$ cat src/rtl/bitwise_unit_mc.sv
// Multi-cycle bitwise logic unit (AND/OR/XOR/NOR), SLICE bits per clock.
// Start/done handshake; result and zero flag update only on completion.
module bitwise_unit_mc #(
    parameter int unsigned WIDTH = 32,
    parameter int unsigned SLICE = 8
) (
    input  logic             clk,
    input  logic             rst_n,
    input  logic             start_i,
    input  logic [1:0]       op_i,
    input  logic [WIDTH-1:0] a_i,
    input  logic [WIDTH-1:0] b_i,
    output logic             busy_o,
    output logic             done_o,
    output logic [WIDTH-1:0] result_o,
    output logic             zero_o
);

    localparam int unsigned NS   = WIDTH / SLICE;
    localparam int unsigned CntW = (NS > 1) ? $clog2(NS) : 1;
    localparam logic [CntW-1:0] LastCnt = CntW'(NS - 1);

    typedef enum logic [1:0] {StIdle, StRun, StDone} state_e;

    state_e             state_q, state_d;
    logic [WIDTH-1:0]   a_q, a_d;
    logic [WIDTH-1:0]   b_q, b_d;
    logic [1:0]         op_q, op_d;
    logic [WIDTH-1:0]   work_q, work_d;
    logic [CntW-1:0]    cnt_q, cnt_d;
    logic [WIDTH-1:0]   result_q, result_d;
    logic               zero_q, zero_d;
    logic               accept;

    function automatic logic [SLICE-1:0] slice_op(input logic [1:0] op,
                                                  input logic [SLICE-1:0] x,
                                                  input logic [SLICE-1:0] y);
        logic [SLICE-1:0] r;
        unique case (op)
            2'b00: r = x & y;
            2'b01: r = x | y;
            2'b10: r = x ^ y;
            2'b11: r = ~(x | y);
        endcase
        return r;
    endfunction

    always_ff @(posedge clk or negedge rst_n) begin
        if (!rst_n) begin
            state_q  <= StIdle;
            a_q      <= '0;
            b_q      <= '0;
            op_q     <= '0;
            work_q   <= '0;
            cnt_q    <= '0;
            result_q <= '0;
            zero_q   <= 1'b1;
        end else begin
            state_q  <= state_d;
            a_q      <= a_d;
            b_q      <= b_d;
            op_q     <= op_d;
            work_q   <= work_d;
            cnt_q    <= cnt_d;
            result_q <= result_d;
            zero_q   <= zero_d;
        end
    end

    always_comb begin
        state_d = state_q;
        unique case (state_q)
            StIdle:  if (start_i) state_d = StRun;
            StRun:   if (cnt_q == LastCnt) state_d = StDone;
            StDone:  state_d = start_i ? StRun : StIdle;
            default: state_d = StIdle;
        endcase
    end

    // New operations are accepted from IDLE and from DONE (back-to-back).
    assign accept = start_i && ((state_q == StIdle) || (state_q == StDone));

    always_comb begin
        a_d      = a_q;
        b_d      = b_q;
        op_d     = op_q;
        work_d   = work_q;
        cnt_d    = cnt_q;
        result_d = result_q;
        zero_d   = zero_q;
        if (accept) begin
            a_d    = a_i;
            b_d    = b_i;
            op_d   = op_i;
            work_d = '0;
            cnt_d  = '0;
        end else if (state_q == StRun) begin
            for (int unsigned i = 0; i < NS; i++) begin
                if (cnt_q == CntW'(i)) begin
                    work_d[i*SLICE +: SLICE] = slice_op(op_q, a_q[i*SLICE +: SLICE],
                                                        b_q[i*SLICE +: SLICE]);
                end
            end
            if (cnt_q == LastCnt) begin
                result_d = work_d;
                zero_d   = (work_d == '0);
                cnt_d    = '0;
            end else begin
                cnt_d = cnt_q + CntW'(1);
            end
        end
    end

    always_comb begin
        busy_o = (state_q == StRun);
        done_o = (state_q == StDone);
    end

    assign result_o = result_q;
    assign zero_o   = zero_q;

endmodule

$ cat config.mk
export PLATFORM = sky130hd
export DESIGN_NAME = bitwise_unit_mc
export DESIGN_NICKNAME = d
export VERILOG_FILES = /design/src/rtl/bitwise_unit_mc.sv
export SDC_FILE = /design/constraint.sdc
export NUM_CORES = 1
export LEC_CHECK = 0
export ABC_AREA = 1
export CAP_MARGIN = 20
export CORE_ASPECT_RATIO = 0.9
export CORE_MARGIN = 2
export CORE_UTILIZATION = 47
export DETAILED_ROUTE_END_ITERATION = 8
export HOLD_SLACK_MARGIN = 0.06
export PLACE_DENSITY_LB_ADDON = 0.15
export SLEW_MARGIN = 25
export SYNTH_ARGS = -nofsm -noshare
export SYNTH_HDL_FRONTEND = slang
export SYNTH_SLANG_ARGS = --single-unit
$ cat constraint.sdc
create_clock -name clk -period 2.3 [get_ports clk]
set_input_delay 0.23 -clock clk [delete_from_list [all_inputs] [get_ports clk]]
set_output_delay 0.23 -clock clk [all_outputs]
set_load 0.1 [all_outputs]
==> metrics.txt <==
Worst Path Max Fanout 63; vias in the first global route 5872; WL/cell 14.5 um; Seq/Total Area, Yosys 46.4%; final hold violation count 0; Slew Limit Fails 0; yosys warns 0; vias 6203; Unique masters post-synth 26; Synth Area per Inst 7.96 um2; area delta synth->final 25.1%; Clock Path Buffers 2; crit path cell chain ha_1, clkinv_1, nor2_2, inv_2, nor2_1, a21oi_1, inv_1; Cells after DPL 1188; number of remaining DRC errors 0; post-CTS setup buffers 0; pin count of the biggest net entering global routing 102; measured slew at the worst slew-check pin 876 ps; Clock Skews 5.77 ps; clock sink count 135; drt pass-1 iters 7; CTS tree done; Netlist Area Pre-Place 0.00728 mm2; Die H 122 um; die area 0.0165 mm2; Buf/Inv on CP 3; Final setup viols 0; IO Count 104; Routability Congestion 0.869; # H-tree levels 4; n_diodes 0; #FFs+latches synth 135; fin crit period 2010 ps; outcome finished, final reports clean; Starting Density 47.6%; antenna-violating nets left 0; Filler Cell Count 1379; crit path kind flip-flop to flip-flop; Post-layout nets 1143; share of layout cells above drive strength 1 8.73%; Total Routing Usage GR 23.1%; CTS Buf Count 17; clk slew on worst S/H paths 60 ps; Mapped Nets 1051; Detailed Place HPWL 12400 um; Setup crit end kind flip-flop; Crit-path slowest cell inv_2; Critical Path Start Type flip-flop; Min-Delay Path Class input port to asynchronous set/reset pin; gate count of the mapped netlist 914; CP top delay family buffers and inverters; Post-CTS Resized 0; Max Clk Rate 498 MHz; Final period util 87.4%; final setup margin 290 ps; clk_lat worst skew 430 ps; GRT overflow 0; Worst Path Arrival 2320 ps; first-pass GRT wire length 29400 um; Rows 43; WP data required 2610 ps; First DRT Iteration DRCs 413; post-DR vias/cell 5.08; Critical Path Max Stage Delay 640 ps; area of the multi-input gates 0.00328 mm2; # port buffers 103; RSZ-0062 raised after global routing no; Die X 135 um; Relative slew margins 41.5%; Reg area 0.00338 mm2; total core area 0.0153 mm2; drt total wl 17700 um; initial antenna violation count 0; Placement Setup Slack 263 ps; MaxCap Viol Count 0; root buffer cell clkbuf_16; Layout Cells excl Fill 1221; Setup TNS 0 ps
-- path summary, 6_finish.rpt --
check	start	to	slack, ps	cells after the start
min in group clk	b_i[30]	b_q[30]	380	3
max in group asynchronous	rst_n	op_q[1]	1220	3
max reg2reg	cnt_q[0]	result_o[24]	290	7
min reg2reg	result_o[25]	result_o[25]	470	2
min	rst_n	result_o[13]	310	2
max	cnt_q[0]	result_o[24]	290	7
-- through the flow --
step,utilization (%),instance area (um2),hold WS [ps]
floorplan,-,7280,-65.6
global placement,55.2,8440,212
detailed placement,55.2,8440,211
CTS,59.6,9110,322
global route,59.6,9110,353
finish,59.6,9110,314
-- area by class of cell --
type / instances / area share (%)
multi-input combinational: 616 / 36.0
inverter: 118 / 4.89
clock buffer: 21 / 5.06
clock inverter: 11 / 2.16
sequential: 135 / 37.1
timing repair buffer: 118 / 12.0
tap: 202 / 2.78
-- layout by cell type (no fill, tap or decap), types with 3 or more instances in the layout --
master,synthesis,final
o21ai_0,27,27
buf_4,0,46
clkdlybuf4s50_1,0,67
nor2_1,140,139
o22ai_1,30,30
nand4_1,4,4
a21oi_1,107,107
clkbuf_16,0,17
clkinv_4,0,3
dfrtp_1,134,134
nand2_1,182,181
nand3_1,47,47
buf_12,0,3
ha_1,68,68
inv_1,114,114
bufinv_16,0,5
-- cell usage after synthesis (all sizes together) --
library cell | number | area share, %
xor2 | 1 | 0.12
a21oi | 107 | 7.4
o21a | 1 | 0.10
o2111ai | 1 | 0.12
buf | 17 | 1.2
nand4 | 4 | 0.34
nand3 | 47 | 3.2
nor3 | 2 | 0.14
dfstp | 1 | 0.36
clkinv | 1 | 0.052
clkbuf | 28 | 1.4
ha | 68 | 12
nand2 | 183 | 9.5
o22ai | 30 | 2.6
o21ai | 27 | 1.9
dfrtp | 134 | 46
o211ai | 2 | 0.21
nor2 | 142 | 7.4
a22o | 1 | 0.12
inv | 117 | 6.1
-- state kept, by name, indices dropped and copies added, names as in the netlist --
signal and flops:
a_q 32, b_q 32, cnt_q 2, op_q 2, result_o 32, state_q 2, work_q 32, zero_o 1
-- metal layers --
metal / wire (um) / track usage [%]
met1: 8950 / 35.4
met2: 7690 / 33.2
met3: 986 / 4.87
met4: 128 / 5.66
met5: 0 / 0
-- logic make-up (layout without fill, tap and decap cells) --
logic type	Yosys count	after routing	synth area share, %
flip-flops	135	135	46.4
XOR/XNOR	1	1	0.120
adder cells (fa/ha/maj)	68	68	11.7
buffers and inverters	163	268	8.77
AND/OR/NAND/NOR	378	378	20.6
AO/OA/AOI/OAI	169	169	12.3
-- timing repair --
action	in CTS	in global routing
hold buffers	1	0
hold endpoints to repair	47	0
endpoints found under the setup margin	0	0
Power is not shown: default switching activity piles up to over one toggle a cycle in this logic, so the estimate is an artifact.
